$ cat src/rtl/conv1d_job_sequencer.sv
// Sequences one conv1d job: parameter programming, then set_x/start/poll/read per output, results on valid/ready.
// Optional CONV_SEQ_PERF_CNT_EN adds perf_cycles/perf_polls job counters.
module conv1d_job_sequencer #(
    parameter int INT32_SIZE         = 32,
    parameter int CMD_WIDTH          = 7,
    parameter int KERNEL_LENGTH      = 8,
    parameter int MAX_INPUT_CHANNELS = 128,
    parameter int MAX_WIDTH          = 1024,
    parameter int POLL_TIMEOUT       = 256
) (
    input  logic                  clk,
    input  logic                  rst,
    input  logic                  job_valid,
    output logic                  job_ready,
    input  logic [INT32_SIZE-1:0] job_input_offset,
    input  logic [INT32_SIZE-1:0] job_input_depth,
    input  logic [INT32_SIZE-1:0] job_width,
    input  logic [INT32_SIZE-1:0] job_start_x,
    input  logic                  step_valid,
    output logic                  step_ready,
    output logic                  conv_en,
    output logic [CMD_WIDTH-1:0]  conv_cmd,
    output logic [INT32_SIZE-1:0] conv_inp0,
    output logic [INT32_SIZE-1:0] conv_inp1,
    input  logic [INT32_SIZE-1:0] conv_ret,
    output logic                  res_valid,
    input  logic                  res_ready,
    output logic [INT32_SIZE-1:0] res_data,
    output logic                  res_last,
    output logic                  busy,
    output logic                  done,
    output logic                  error
`ifdef CONV_SEQ_PERF_CNT_EN
    ,
    output logic [INT32_SIZE-1:0] perf_cycles,
    output logic [INT32_SIZE-1:0] perf_polls
`endif
);

    localparam int PW = $clog2(POLL_TIMEOUT + 1);

    typedef enum logic [3:0] {
        S_IDLE, S_CFG_OFF, S_CFG_DEPTH, S_CFG_WIDTH, S_SET_X, S_START,
        S_POLL_ISSUE, S_POLL_WAIT, S_READ_ISSUE, S_READ_WAIT, S_PUSH, S_STEP, S_FIN
    } state_t;

    state_t                state, next;
    logic [INT32_SIZE-1:0] offset_q, depth_q, width_q, start_x_q, idx;
    logic [PW-1:0]         poll_cnt;
    logic [PW-1:0]         poll_next;
    logic [INT32_SIZE-1:0] ring_pos;
    logic                  job_bad, is_last, poll_expired;

    assign job_bad      = (job_input_depth == '0) ||
                          (job_input_depth > INT32_SIZE'(MAX_INPUT_CHANNELS)) ||
                          (job_width > INT32_SIZE'(MAX_WIDTH));
    assign poll_next    = poll_cnt + PW'(1);
    assign poll_expired = (poll_next == PW'(POLL_TIMEOUT));
    assign is_last      = (idx == width_q - INT32_SIZE'(1));
    assign ring_pos     = start_x_q + idx;

    assign job_ready  = (state == S_IDLE);
    assign busy       = (state != S_IDLE);
    assign conv_en    = busy;
    assign conv_inp0  = '0;
    assign res_valid  = (state == S_PUSH);
    assign res_last   = (state == S_PUSH) && is_last;
    assign step_ready = (state == S_STEP);
    assign done       = (state == S_FIN);

    always_comb begin
        next      = state;
        conv_cmd  = '0;
        conv_inp1 = '0;
        case (state)
            S_IDLE:       if (job_valid) next = (job_bad || job_width == '0) ? S_FIN : S_CFG_OFF;
            S_CFG_OFF:    begin conv_cmd = CMD_WIDTH'(3); conv_inp1 = offset_q; next = S_CFG_DEPTH; end
            S_CFG_DEPTH:  begin conv_cmd = CMD_WIDTH'(5); conv_inp1 = depth_q;  next = S_CFG_WIDTH; end
            S_CFG_WIDTH:  begin conv_cmd = CMD_WIDTH'(4); conv_inp1 = width_q;  next = S_SET_X; end
            S_SET_X: begin
                // KERNEL_LENGTH is a power of two, so the mask is the ring wrap
                conv_cmd  = CMD_WIDTH'(8);
                conv_inp1 = ring_pos & INT32_SIZE'(KERNEL_LENGTH - 1);
                next      = S_START;
            end
            S_START:      begin conv_cmd = CMD_WIDTH'(6); next = S_POLL_ISSUE; end
            S_POLL_ISSUE: begin conv_cmd = CMD_WIDTH'(9); next = S_POLL_WAIT; end
            S_POLL_WAIT: begin
                if (conv_ret[0])       next = S_READ_ISSUE;
                else if (poll_expired) next = S_FIN;
                else                   next = S_POLL_ISSUE;
            end
            S_READ_ISSUE: begin conv_cmd = CMD_WIDTH'(7); next = S_READ_WAIT; end
            S_READ_WAIT:  next = S_PUSH;
            S_PUSH:       if (res_ready) next = is_last ? S_FIN : S_STEP;
            S_STEP:       if (step_valid) next = S_SET_X;
            S_FIN:        next = S_IDLE;
            default:      next = S_IDLE;
        endcase
    end

    always_ff @(posedge clk or posedge rst) begin
        if (rst) begin
            state     <= S_IDLE;
            offset_q  <= '0;
            depth_q   <= '0;
            width_q   <= '0;
            start_x_q <= '0;
            idx       <= '0;
            poll_cnt  <= '0;
            res_data  <= '0;
            error     <= 1'b0;
        end else begin
            state <= next;
            case (state)
                S_IDLE: if (job_valid) begin
                    offset_q  <= job_input_offset;
                    depth_q   <= job_input_depth;
                    width_q   <= job_width;
                    start_x_q <= job_start_x;
                    idx       <= '0;
                    error     <= job_bad;
                end
                S_START:     poll_cnt <= '0;
                S_POLL_WAIT: if (!conv_ret[0]) begin
                    poll_cnt <= poll_next;
                    if (poll_expired) error <= 1'b1;
                end
                S_READ_WAIT: res_data <= conv_ret;
                S_STEP:      if (step_valid) idx <= idx + INT32_SIZE'(1);
                default: ;
            endcase
        end
    end

`ifdef CONV_SEQ_PERF_CNT_EN
    logic [INT32_SIZE-1:0] cyc_run, poll_run;

    function automatic logic [INT32_SIZE-1:0] sat_inc(input logic [INT32_SIZE-1:0] v);
        return (&v) ? v : v + INT32_SIZE'(1);
    endfunction

    // Live counters run through the job; the visible outputs only update at the done pulse
    always_ff @(posedge clk or posedge rst) begin
        if (rst) begin
            cyc_run     <= '0;
            poll_run    <= '0;
            perf_cycles <= '0;
            perf_polls  <= '0;
        end else if (state == S_IDLE) begin
            if (job_valid) begin
                cyc_run  <= '0;
                poll_run <= '0;
            end
        end else begin
            cyc_run <= sat_inc(cyc_run);
            if (state == S_POLL_ISSUE) poll_run <= sat_inc(poll_run);
            if (state == S_FIN) begin
                perf_cycles <= sat_inc(cyc_run);
                perf_polls  <= poll_run;
            end
        end
    end
`endif

endmodule

$ cat config.mk
export PLATFORM = sky130hd
export DESIGN_NAME = conv1d_job_sequencer
export DESIGN_NICKNAME = d
export VERILOG_FILES = /design/src/rtl/conv1d_job_sequencer.sv
export SDC_FILE = /design/constraint.sdc
export NUM_CORES = 1
export LEC_CHECK = 0
export BUFFER_PORTS_ARGS = -buffer_cell sky130_fd_sc_hd__buf_2
export CORE_UTILIZATION = 30
export DETAILED_ROUTE_END_ITERATION = 12
export PLACE_DENSITY_LB_ADDON = 0.25
export SYNTH_ARGS = -nofsm -noshare
export SYNTH_HDL_FRONTEND = slang
export SYNTH_SLANG_ARGS = --single-unit
$ cat constraint.sdc
create_clock -name clk -period 13 [get_ports clk]
set_input_delay 0 -clock clk [delete_from_list [all_inputs] [get_ports clk]]
set_output_delay 0 -clock clk [all_outputs]
set_load 0.01 [all_outputs]
==> run_results.csv <==
group,metric,value,unit
run_status,outcome,"finished clean",
place,port-buffer-count,211,
yosys,seq_area_frac_synth,0.448,
timing,final_max_slew_viol_count,0,
yosys,synth.avg_cell_area,8.67,um^2
die,die_h,183,um
place,dpl-instance-area,11200,um^2
critical_path,cp.required,13.32,ns
place,dp.final_hpwl,20700,um
hold_path,hold_path_class,"in2reg",
critical_path,path_max_fanout,7,
place,gp_congestion,0.866,
timing,finalHoldViolations,0,
timing,min_period,3.52,ns
cells_and_area,fin_nets,1622,
yosys,synthArstFlopShare,1.00,
critical_path,end_kind,"flip-flop",
yosys,ys_ff_latch,177,
critical_path,worst_setup_path_start_kind,"flip-flop",
critical_path,critPathArrivalTime,3.84,ns
cells_and_area,mostFrequentLayoutCell,"nand2_1",
yosys,synthFlopType,"dfrtp_1",
timing,finClkSkew,0.0100,ns
yosys,synthTopCellsByArea,"dfrtp_1 (45%), nand2_1 (13%), mux2_2 (7.1%)",
cells_and_area,layout_common_cells,"nand2_1 (335), buf_2 (211), dfrtp_1 (175)",
clocking,cts_sinks,177,
yosys,synth.mux.area_fraction,0.0768,
power_and_ir_drop,power_density,199,nW/um^2
power_and_ir_drop,p_leak,6.30,nW
timing,min_period_over_period,0.271,
yosys,synth_edf_count,0,
clocking,clk_path_buf_depth,2,
yosys,synth_compound_area_frac,0.0821,
die,core-area,32500,um^2
grt,grt_max_degree,94,
die,ios,276,
timing,finalSetupTns,0,ns
timing,grt_setup_unrepaired,"no",
timing,worst_pin_slew,1.05,ns
job,max_cap_violations,0,
yosys,syn-cell-area,9880,um^2
cells_and_area,area_growth,33.4,%
yosys,synth_cells,1139,
detailed_routing,drtPass1Iterations,5,
detailed_routing,vias,9042,
timing,fmax,0.284,GHz
cells_and_area,drive_gt1_frac,0.223,
detailed_routing,vias_per_cell,4.75,
detailed_routing,drt_iter0_drc,722,
clocking,clockRootBuffer,"clkbuf_16",
cells_and_area,diodes,0,
detailed_routing,wirelength,30200,um
yosys,synth-simple-area-share,0.264,
clocking,path_clk_slew,0.06,ns
timing,setup_violations,0,
power_and_ir_drop,ir_worst_vdd,0.0858,mV
die,start_util,0.304,
yosys,ys_types,62,
grt,grt_pass1_wl,48000,um
clocking,h-tree-depth,4,
die,dieArea,33600,um^2
die,fp.dieW,183,um
detailed_routing,drc,0,
yosys,synthAdderAreaFrac,0.00709,
timing,slew_headroom,0.295,
grt,grt_use_total,0.183,
critical_path,critPathKind,"reg2reg",
clocking,cts_tree,"yes",
yosys,synth_xor_area_frac,0.0647,
yosys,synth_top_family_by_area,"simple AND/OR/NAND/NOR gates",
clocking,post_cts_buffers,0,
grt,grt_pass1_vias,8755,
grt,antenna_found_initial,0,
detailed_routing,ant_nets,0,
clocking,clock_latency,0.44,ns
yosys,synth.top_cell.area_share,0.448,
die,rows,66,
yosys,ys_warn_count,0,
cells_and_area,fin_area,13200,um^2
clocking,cts_buffers,17,
grt,grt_overflow,0,
detailed_routing,wire_per_inst,15.9,um
yosys,synth_top_cell_by_area,"dfrtp_1",
-- cells by family after synthesis --
logic type | after synthesis
simple gates | 585
flops | 177
compound gates | 121
buf+inv | 109
xor+xnor | 73
mux | 68
fa+ha+maj | 5
other cells | 1
-- registers in the layout, summed over array words and instances (netlist names) --
register / flops
error: 1
start_x_q: 3
depth_q: 32
poll_cnt: 9
width_q: 32
offset_q: 32
idx: 32
state: 4
res_data: 32
-- power breakdown --
group / internal, W / switching (W) / total, W
clock: 0.000323 / 0.000218 / 0.000540
sequential: 0.000752 / 0.000207 / 0.000958
combinational: 0.000488 / 0.000629 / 0.00112
total: 0.00156 / 0.00105 / 0.00262
-- area by class of cell --
| class | count | area, um^2 |
|---|---|---|
| inverter | 13 | 53.8 |
| clock inverter | 11 | 165 |
| fill | 3230 | 19300 |
| sequential | 177 | 4430 |
| timing repair buffer | 356 | 2490 |
| multi-input combinational | 887 | 5040 |
| tap | 442 | 553 |
| clock buffer | 18 | 439 |
-- critical path, cell delays in order (launching register included) --
cell and delay [ns]:
dfrtp_1 0.43, inv_1 0.09, ha_1 0.20, or4b_1 0.62
nor4_2 0.29, and4_1 0.26, o22ai_1 0.10, or4b_1 0.54
or4_4 0.56, a211o_1 0.30
-- synthesized netlist by cell type (10+ instances only) --
cell type	number
a21oi_1	21
a22oi_1	29
and3_1	13
buf_4	36
clkbuf_1	53
dfrtp_1	177
inv_1	13
mux2_2	62
nand2_1	336
nand3_1	26
nor2_1	95
nor3_1	22
nor4_1	25
o21ai_0	27
or4_1	10
xnor2_1	38
xor2_1	35
-- through the flow --
stage	hold WS [ns]	total power [W]	instances	setup WS, ns	util
floorplan	0.105	0.00168	1173	8.20	-
global placement	0.181	0.00202	1737	9.51	0.345
detailed placement	0.178	0.00204	1737	9.51	0.345
CTS	0.105	0.00263	1904	9.50	0.406
global route	0.155	0.00280	1904	9.22	0.406
finish	0.120	0.00262	1904	9.48	0.406
-- timing repair --
item / CTS / global route
hold endpoints to repair: 208 / 0
setup endpoints to repair: 0 / 0
resized for setup: 0 / 0
hold buffers: 138 / 0
-- worst paths after layout --
path,start,endpoint,slack (ns),cells after the start
worst max-delay path,width_q[0],state[1],9.48,9
worst min-delay path,step_valid,idx[0],0.12,5
worst max register to register,width_q[0],state[1],9.48,9
worst min register to register,offset_q[18],offset_q[18],0.47,2
max in group asynchronous,rst,state[0],11.55,4
min in group asynchronous,rst,res_data[18],0.23,3
-- metal layers --
metal  up-vias  part of all wire  GRT usage
met5         -                 0          0
met4         0             0.020     0.0563
met2       269              0.47      0.288
li1       4419                 -          -
met3        36             0.045     0.0315
met1      4318              0.47      0.254
(Power assumes the default switching activity.)
